## src/rtl/clarke_sampler.sv

```systemverilog
`default_nettype none
// ============================================================================
// Module   : clarke_sampler
// Brief    : Collects round-robin ADC frames, averages a block, scales to Q
//            amps/volts and applies the Clarke transform for the kalman stage.
// Revision : 1.0 - initial release
// ============================================================================
module clarke_sampler #(
    parameter int N         = 32,
    parameter int Q         = 18,
    parameter int ADC_W     = 12,
    parameter int AVG_LOG2  = 2,
    parameter int I_GAIN    = 2560,
    parameter int V_GAIN    = 51200,
    parameter int INV_SQRT3 = 151349
) (
    input  logic                clk,
    input  logic                reset,
    input  logic                adc_valid,
    input  logic [1:0]          adc_chan,
    input  logic [ADC_W-1:0]    adc_data,
    output logic signed [N-1:0] ialpham,
    output logic signed [N-1:0] ibetam,
    output logic signed [N-1:0] valpha,
    output logic signed [N-1:0] vbeta,
    output logic                out_valid,
    output logic                overrun,
    output logic                sat_flag,
    output logic [7:0]          err_count
);
    localparam int c_CODE_W = ADC_W + 1;
    localparam int c_ACC_W  = ADC_W + 1 + AVG_LOG2;
    localparam int c_FCNT_W = AVG_LOG2 + 1;
    localparam int c_FRAMES = 1 << AVG_LOG2;
    localparam int c_MA_W   = N + 2;
    localparam int c_P_W    = 2 * N + 2;

    localparam logic signed [N-1:0] c_I_GAIN  = N'(I_GAIN);
    localparam logic signed [N-1:0] c_V_GAIN  = N'(V_GAIN);
    localparam logic signed [N-1:0] c_INV     = N'(INV_SQRT3);
    localparam logic signed [N-1:0] c_SAT_MAX = {1'b0, {(N-1){1'b1}}};
    localparam logic signed [N-1:0] c_SAT_MIN = {1'b1, {(N-1){1'b0}}};
    localparam logic signed [c_CODE_W-1:0] c_MID = {2'b01, {(ADC_W-1){1'b0}}};

    localparam logic [1:0] S_IDLE = 2'd0;
    localparam logic [1:0] S_MUL  = 2'd1;
    localparam logic [1:0] S_PUB  = 2'd2;

    logic signed [c_CODE_W-1:0] w_code;
    logic                       w_match;
    logic                       w_frame_done;
    logic                       w_block_done;
    logic                       w_accept;
    logic signed [c_ACC_W-1:0]  w_sum   [4];

    logic [1:0]                 r_exp;
    logic [c_FCNT_W-1:0]        r_fcnt;
    logic [7:0]                 r_err;
    logic signed [c_CODE_W-1:0] r_frame [3];
    logic signed [c_ACC_W-1:0]  r_acc   [4];
    logic signed [c_ACC_W-1:0]  r_hold  [4];

    logic [1:0]                 r_state;
    logic [1:0]                 w_state_nxt;
    logic [2:0]                 r_k;
    logic [2:0]                 w_k_nxt;

    logic signed [c_ACC_W-1:0]  w_avg;
    logic signed [c_MA_W-1:0]   w_ma;
    logic signed [N-1:0]        w_mb;
    logic signed [c_P_W-1:0]    w_prod;
    logic signed [c_P_W-1:0]    w_shifted;
    logic [N+2:0]               w_hi;
    logic                       w_ovf;
    logic signed [N-1:0]        w_res;

    logic signed [N-1:0]        r_x [4];
    logic signed [N-1:0]        r_ibeta;
    logic signed [N-1:0]        r_vbeta;
    logic signed [N-1:0]        r_ialpham;
    logic signed [N-1:0]        r_ibetam;
    logic signed [N-1:0]        r_valpha;
    logic signed [N-1:0]        r_vbeta_o;
    logic                       r_valid;
    logic                       r_overrun;
    logic                       r_sat;

    assign w_code       = $signed({1'b0, adc_data}) - c_MID;
    assign w_match      = adc_valid && (adc_chan == r_exp);
    assign w_frame_done = w_match && (r_exp == 2'd3);
    assign w_block_done = w_frame_done && (r_fcnt == c_FCNT_W'(c_FRAMES - 1));
    assign w_accept     = w_block_done && (r_state != S_MUL);

    // Block sums include the word being accepted so completion needs no extra cycle
    for (genvar g = 0; g < 4; g++) begin : g_sum
        if (g == 3) begin : g_last
            assign w_sum[g] = r_acc[g] + c_ACC_W'(w_code);
        end else begin : g_part
            assign w_sum[g] = r_acc[g] + c_ACC_W'(r_frame[g]);
        end
    end

    // Partial-frame words live in r_frame so a framing error never touches r_acc
    always_ff @(posedge clk or posedge reset) begin
        if (reset) begin
            r_exp  <= 2'd0;
            r_fcnt <= '0;
            r_err  <= 8'd0;
            for (int k = 0; k < 3; k++) r_frame[k] <= '0;
            for (int k = 0; k < 4; k++) begin
                r_acc[k]  <= '0;
                r_hold[k] <= '0;
            end
        end else if (adc_valid) begin
            if (w_match) begin
                case (r_exp)
                    2'd0:    r_frame[0] <= w_code;
                    2'd1:    r_frame[1] <= w_code;
                    2'd2:    r_frame[2] <= w_code;
                    default: ;
                endcase
                if (w_frame_done) begin
                    r_exp <= 2'd0;
                    if (w_block_done) begin
                        r_fcnt <= '0;
                        for (int k = 0; k < 4; k++) r_acc[k] <= '0;
                    end else begin
                        r_fcnt <= r_fcnt + c_FCNT_W'(1);
                        for (int k = 0; k < 4; k++) r_acc[k] <= w_sum[k];
                    end
                end else begin
                    r_exp <= r_exp + 2'd1;
                end
            end else begin
                if (r_err != 8'hFF) r_err <= r_err + 8'd1;
                if (adc_chan == 2'd0) begin
                    r_frame[0] <= w_code;
                    r_exp      <= 2'd1;
                end else begin
                    r_exp <= 2'd0;
                end
            end
            if (w_accept) begin
                for (int k = 0; k < 4; k++) r_hold[k] <= w_sum[k];
            end
        end
    end

    always_ff @(posedge clk or posedge reset) begin
        if (reset) begin
            r_state <= S_IDLE;
            r_k     <= 3'd0;
        end else begin
            r_state <= w_state_nxt;
            r_k     <= w_k_nxt;
        end
    end

    always_comb begin
        w_state_nxt = r_state;
        w_k_nxt     = r_k;
        case (r_state)
            S_IDLE: begin
                if (w_accept) begin
                    w_state_nxt = S_MUL;
                    w_k_nxt     = 3'd0;
                end
            end
            S_MUL: begin
                if (r_k == 3'd5) w_state_nxt = S_PUB;
                else             w_k_nxt     = r_k + 3'd1;
            end
            S_PUB: begin
                if (w_accept) begin
                    w_state_nxt = S_MUL;
                    w_k_nxt     = 3'd0;
                end else begin
                    w_state_nxt = S_IDLE;
                end
            end
            default: w_state_nxt = S_IDLE;
        endcase
    end

    // Shared multiplier: steps 0..3 scale the averages, 4..5 form the beta terms
    always_comb begin
        w_avg = r_hold[r_k[1:0]] >>> AVG_LOG2;
        w_ma  = c_MA_W'(w_avg);
        w_mb  = c_I_GAIN;
        case (r_k)
            3'd0, 3'd1: w_mb = c_I_GAIN;
            3'd2, 3'd3: w_mb = c_V_GAIN;
            3'd4: begin
                w_ma = c_MA_W'(r_x[0]) + (c_MA_W'(r_x[1]) <<< 1);
                w_mb = c_INV;
            end
            3'd5: begin
                w_ma = c_MA_W'(r_x[2]) + (c_MA_W'(r_x[3]) <<< 1);
                w_mb = c_INV;
            end
            default: ;
        endcase
        w_prod    = c_P_W'(w_ma) * c_P_W'(w_mb);
        w_shifted = (r_k >= 3'd4) ? (w_prod >>> Q) : w_prod;
        w_hi      = w_shifted[c_P_W-1:N-1];
        w_ovf     = !((&w_hi) || !(|w_hi));
        w_res     = w_ovf ? (w_hi[N+2] ? c_SAT_MIN : c_SAT_MAX) : w_shifted[N-1:0];
    end

    always_ff @(posedge clk or posedge reset) begin
        if (reset) begin
            for (int k = 0; k < 4; k++) r_x[k] <= '0;
            r_ibeta   <= '0;
            r_vbeta   <= '0;
            r_ialpham <= '0;
            r_ibetam  <= '0;
            r_valpha  <= '0;
            r_vbeta_o <= '0;
            r_valid   <= 1'b0;
            r_overrun <= 1'b0;
            r_sat     <= 1'b0;
        end else begin
            r_valid   <= 1'b0;
            r_overrun <= w_block_done && (r_state == S_MUL);
            if (r_state == S_MUL) begin
                case (r_k)
                    3'd0, 3'd1, 3'd2, 3'd3: r_x[r_k[1:0]] <= w_res;
                    3'd4:                   r_ibeta       <= w_res;
                    3'd5:                   r_vbeta       <= w_res;
                    default: ;
                endcase
                if (w_ovf) r_sat <= 1'b1;
            end
            if (r_state == S_PUB) begin
                r_ialpham <= r_x[0];
                r_ibetam  <= r_ibeta;
                r_valpha  <= r_x[2];
                r_vbeta_o <= r_vbeta;
                r_valid   <= 1'b1;
            end
        end
    end

    assign ialpham   = r_ialpham;
    assign ibetam    = r_ibetam;
    assign valpha    = r_valpha;
    assign vbeta     = r_vbeta_o;
    assign out_valid = r_valid;
    assign overrun   = r_overrun;
    assign sat_flag  = r_sat;
    assign err_count = r_err;

endmodule
`default_nettype wire

```

## config.mk

```make
export PLATFORM = sky130hd
export DESIGN_NAME = clarke_sampler
export DESIGN_NICKNAME = d
export VERILOG_FILES = /design/src/rtl/clarke_sampler.sv
export SDC_FILE = /design/constraint.sdc
export NUM_CORES = 2
export LEC_CHECK = 0
export BUFFER_PORTS_ARGS = -buffer_cell sky130_fd_sc_hd__buf_2
export CAP_MARGIN = 10
export CORE_ASPECT_RATIO = 1.4
export CORE_MARGIN = 3
export CORE_UTILIZATION = 45
export DETAILED_ROUTE_END_ITERATION = 7
export SLEW_MARGIN = 20
export SYNTH_ARGS = -nofsm -noshare
export SYNTH_HDL_FRONTEND = slang
export SYNTH_SLANG_ARGS = --single-unit
```

## constraint.sdc

```tcl
create_clock -name clk -period 18.2 [get_ports clk]
set_clock_uncertainty 0.05 [all_clocks]
set_input_delay 0.91 -clock clk [delete_from_list [all_inputs] [get_ports clk]]
set_output_delay 0.91 -clock clk [all_outputs]
set_load 0.005 [all_outputs]
```

# Word level (Yosys, flattened, before mapping)
# Index checks and enable logic that the tools add are counted.
[classes]
n_bitwise = 3
mux = 27
eq_ne = 19
n_lt_le_gt_ge = 3
n_addsub = 11
n_reduce_logical = 32
mul = 1
[ops]
columns = ["cell", "count"]
rows = [
  ["128-bit bitwise mux", 1],
  ["32-bit 2-to-1 mux", 3],
  ["32-bit by 33-bit adder with 34-bit output", 2],
  ["34-bit one-hot mux with 2 select lines", 1],
  ["32-bit demux with 2-bit select", 1],
  ["15-bit by 13-bit adder with 15-bit output", 4],
  ["60-bit 2-to-1 mux", 1],
  ["34-bit by 19-bit multiplier with 53-bit output", 1],
  ["52-bit 2-to-1 mux", 1],
  ["13-bit 2-to-1 mux", 3],
  ["18-bit one-hot mux with 2 select lines", 1],
  ["35-bit AND reduction", 1],
  ["35-bit OR reduction", 1],
  ["15-bit binary-select mux with 2-bit select", 1],
  ["15-bit 2-to-1 mux", 2],
  ["3-bit AND reduction", 6],
  ["12-bit by 12-bit subtractor with 13-bit output, second input constant", 1],
  ["2-bit AND reduction", 6],
  ["3-bit by 2-bit == test with 1-bit output, second input constant", 3],
  ["3-bit 2-to-1 mux", 3],
  ["8-bit by 1-bit adder with 8-bit output, second input constant", 1],
  ["2-bit 2-to-1 mux", 4],
  ["8-bit inequality test, second input constant", 1],
  ["3-bit by 1-bit adder with 3-bit output, second input constant", 2],
  ["other kinds (23)", 45],
]
[word_totals]
input_bits = 17
output_inout_bits = 139
ff_bits = 500
word_cells = 125

# Depth between registers and ports, before layout
[logic_depth]
depth_word = 12
mapped_depth = 41
ltp_nobuf = 39

# Worst setup path before layout
# No wires, ideal clock.
[synth_path]
path_kind = "reg-to-reg"
start = "register r_x[0] (netlist name)"
end = "register r_x[103] (netlist name)"
synth_period_minus_slack_ps = 9947
setup_ps = 151
t_arrival_ps = 9746
path_stages_with_launch = 37
required_time_ps = 17999
n_path_buf = 1
slack_ps = 8253
cell_sequence = "dfrtp_1 > ha_1 > fa_1 > a21o_1 > a221oi_1 > a211oi_1 > o2111a_1 > o21ai_0 > a21boi_0 > o21a_1 > o31a_1 > nor4b_1 > nor4_1 > nor2_1 > ha_1 > inv_1 > fa_1 > fa_1 > inv_1 > fa_1 > fa_1 > inv_1 > fa_1 > inv_1 > ha_1 > a21oi_1 > o21ai_1 > nor2b_1 > or4_1 > o311a_1 > nand3_1 > nand4_1 > nor4_2 > a311oi_4 > nor3_2 > buf_2 > a221oi_1"
[synth_between]
elab_chain_cells = 9
word_cells_on_any_way = 11
cone_classes = "add/sub (1); mul (1); mux (5); reduce/logical (4)"
[synth_lines]
columns = ["element", "line_no", "rtl"]
rows = [
  ["from (decl)", "77", "logic signed [N-1:0] r_x [4];"],
  ["from (signal, indexed assignment)", "227", "3'd0, 3'd1, 3'd2, 3'd3: r_x[r_k[1:0]] <= w_res;"],
  ["32-bit by 33-bit adder with 34-bit output *", "198", "w_ma = c_MA_W'(r_x[2]) + (c_MA_W'(r_x[3]) <<< 1);"],
  ["34-bit one-hot mux with 2 select lines *", "190", "case (r_k)"],
  ["34-bit by 19-bit multiplier with 53-bit output *", "203", "w_prod = c_P_W'(w_ma) * c_P_W'(w_mb);"],
  ["52-bit 2-to-1 mux", "204", "w_shifted = (r_k >= 3'd4) ? (w_prod >>> Q) : w_prod;"],
  ["35-bit OR reduction", "206", "w_ovf = !((&w_hi) || !(|w_hi));"],
  ["1-bit zero test", "206", ""],
  ["1-bit logical OR", "206", ""],
  ["32-bit 2-to-1 mux *", "207", "w_res = w_ovf ? (w_hi[N+2] ? c_SAT_MIN : c_SAT_MAX) : w_shifted[N-1:0];"],
  ["128-bit bitwise mux *", "227", ""],
]
# Every way passes the cells marked *; elsewhere a longest branch is shown, timed or not.
# A chain may end at the register's enable or synchronous reset.

# Final worst setup path
[layout_path]
start = "register r_x[0] (netlist name)"
end = "register r_x[105] (netlist name)"
# Same word-level chain as after synthesis.

==> impl_metrics.tcl <==
set metrics [dict create \
    tightest_slew_ns 1.21 \
    holdBufCountCts 0 \
    netlist-cell-type-count 83 \
    first_global_vias 33000 \
    effective_utilization_at_floorplan 0.457 \
    die-height_um 365 \
    crit_type "reg2reg" \
    max-slew-margin-rel 0.187 \
    detail_route.wl_per_cell_um 22.5 \
    maxSlewViolCount 0 \
    h-tree-depth 2 \
    drv.max_cap_violation_count 0 \
    place.port_buffers 155 \
    aggregate_negative_setup_slack_ns 0 \
    clock_tree_from_tritoncts "yes" \
    timing.final.setup_violations 0 \
    area_growth_syn_to_layout_pct 9.67 \
    residual_drc_count 0 \
    groute.usage.overall 0.266 \
    fp.dieArea_sq_mm 0.0956 \
    antenna_violating_nets_left 0 \
    hold_path_class "reg2reg" \
    yosys.area.top_type_share 0.296 \
    finalCritPeriodShare 0.677 \
    grt_first_pass_wirelength_um 197000 \
    synth_seq_area_share 0.296 \
    worstPathRequired_ns 18.60 \
    inserted_clock_buffers 50 \
    critical_path_peak_fanout 50 \
    crit_top_cell "fa_1" \
    worst-endpoint-arrival_ns 12.73 \
    via_density_per_instance 5.61 \
    mostFrequentLayoutCell "inv_1" \
    dieWidth_um 262 \
    end_kind "flop" \
    max-clock-path-buffers 3 \
    p_per_area_mw_per_mm2 67.3 \
    cpMaxStageDelayCell "o21ai_0" \
    drt_iter0_drc 2139 \
    count_of_filler_cells_inserted_in_the_layout 8608 \
    grt_start_max_net_pins 172 \
    run_status "finished, final reports clean" \
    worst_skew_pair.late_latency_ns 0.62 \
    fraction_of_registers_with_async_set_reset 1.00 \
    mostFrequentLayoutCells "inv_1, dfrtp_1, ha_1" \
    post-dp-hpwl_um 99000 \
    fmax_ghz 0.0811 \
    postSynthCellCount 4313 \
    synth_edf_count 0 \
    cts.sink_count 489 \
    antenna_found_initial 2 \
    number_of_top_level_pins 156 \
    nNetsFinal 5208 \
    post_synth_main_area_contributors "dfrtp_1, fa_1, ha_1, inv_1, mux2_2" \
    global_route_congestion_overflow_total 0 \
    core-area_sq_mm 0.0904 \
    clockRootBuffer "clkbuf_16" \
    number_of_setup_buffers_added_after_cts 0 \
    syn_area_per_cell_sq_um 9.59 \
    gates_resized_cts_repair 0 \
    post_dp_cell_area_sq_mm 0.0435 \
    std_cell_rows 130 \
    mappedNetlistArea_sq_mm 0.0414 \
    timing.critical_path.from_type "flop" \
    postSynth.topFlopCell "dfrtp_1" \
    final_area_sq_mm 0.0454 \
    finalHoldViolCount 0 \
    final_std_cells_w_o_fill 5656 \
    mappedNetlistNets 5095 \
    dr_total_vias 31700 \
    finalWeightedCongestion 0.969 \
    ir_drop_mv 0.115 \
    drt_pass1_iterations 5 \
    clk_transition_reported_paths_ns 0.06 \
    rsz0062_at_grt "no" \
    cp_slowest_stage_delay_ns 0.82 \
    place.detailed.instances 5562 \
    layout_cell_share_with_drive_strength_beyond_1 0.123 \
    finalWirelength_um 127000 \
    synth.ff_latch_count 489 \
    power.static_leakage_uw 0.0242 \
    synthDominantAreaCellType "dfrtp_1" \
    ys.warnings.count 0 \
    period_needed_ns 12.33 \
]
-- synth_stat cells, drive strengths merged, types with 31 or more instances --
cell type and number:
a21o 62, nor3 83, inv 684, xor2 53, dfrtp 489, o31ai 40, nand2 268, fa 323
nand3 68, nand2b 43, xnor2 105, nor2 351, a21oi 277, a221oi 39, clkbuf 126, o21ai 191
mux2 187, a31oi 31, ha 442, and2 40, o21a 33
-- cells by family (layout without fill, tap and decap cells) --
group / count (synthesis) / after routing / synth area share
multiplexers: 208 / 208 / 0.0599
other: 0 / 1 / 0
AND/OR/NAND/NOR: 994 / 994 / 0.111
XOR/XNOR: 158 / 158 / 0.0335
adder cells (fa/ha/maj): 765 / 765 / 0.290
AO/OA/AOI/OAI: 858 / 858 / 0.132
flip-flops: 489 / 489 / 0.296
buffers and inverters: 841 / 995 / 0.0770
-- per-layer routing --
layer  vias to the layer above  track usage  routed length [um]
met5                         -            0                   0
met4                         0        0.136                7700
met3                       295       0.0288                5630
met2                       927        0.469               63400
met1                     15800        0.323               50500
li1                      14700            -                   -
-- flip-flops by register name (all words and copies together), names as in the netlist, 36 cells and up --
register / cells
r_hold: 52
r_x: 128
r_frame: 36
r_acc: 60
-- through the flow --
step	hold WS [ns]	setup WS, ns	util	power (uW)
CTS	0.433	5.98	0.501	3080
finish	0.431	5.87	0.502	3050
global route	0.457	5.33	0.502	3210
floorplan	0.393	3.59	-	1740
global placement	0.408	6.10	0.481	1940
detailed placement	0.419	6.04	0.481	1950
-- where the power goes --
group          total (uW)  switching (uW)  internal (uW)
Clock                1120             462            659
Sequential           1220            53.8           1160
Combinational         717             438            279
Total                3050             954           2100
-- critical path, delay by kind of cell, from the launching register on --
| kind | cells | cell delay [ns] |
|---|---|---|
| fa+ha+maj | 9 | 4.01 |
| flops | 1 | 0.39 |
| buf+inv | 6 | 1.18 |
| xor+xnor | 1 | 0.47 |
| simple gates | 5 | 1.48 |
| compound gates | 15 | 4.52 |
-- final timing paths --
kind | from | end | slack [ns] | cells past startpoint
setup / recovery | r_x[0]$_DFFE_PP0P_ | r_x[105]$_DFFE_PP0P_ | 5.87 | 36
hold / removal | r_hold[34]$_DFFE_PP0P_ | r_hold[34]$_DFFE_PP0P_ | 0.43 | 2
setup reg to reg | r_x[0]$_DFFE_PP0P_ | r_x[105]$_DFFE_PP0P_ | 5.87 | 36
hold reg to reg | r_hold[34]$_DFFE_PP0P_ | r_hold[34]$_DFFE_PP0P_ | 0.43 | 2
max in group asynchronous | reset | r_x[86]$_DFFE_PP0P_ | 14.56 | 5
min in group asynchronous | reset | err_count[2]$_DFFE_PP0P_ | 0.45 | 2
-- final cells by class --
cell class	count	area, sq um	share of cell area
Multi-Input combinational cell	2983	26000	0.573
Sequential cell	489	12200	0.270
Antenna cell	1	2.50	0.0000552
Tap cell	1188	1490	0.0328
Inverter	685	2580	0.0569
Timing Repair Buffer	217	1250	0.0276
Clock buffer	67	1440	0.0317
Clock inverter	26	374	0.00825
Note: power is estimated with default switching activity, not from simulation.
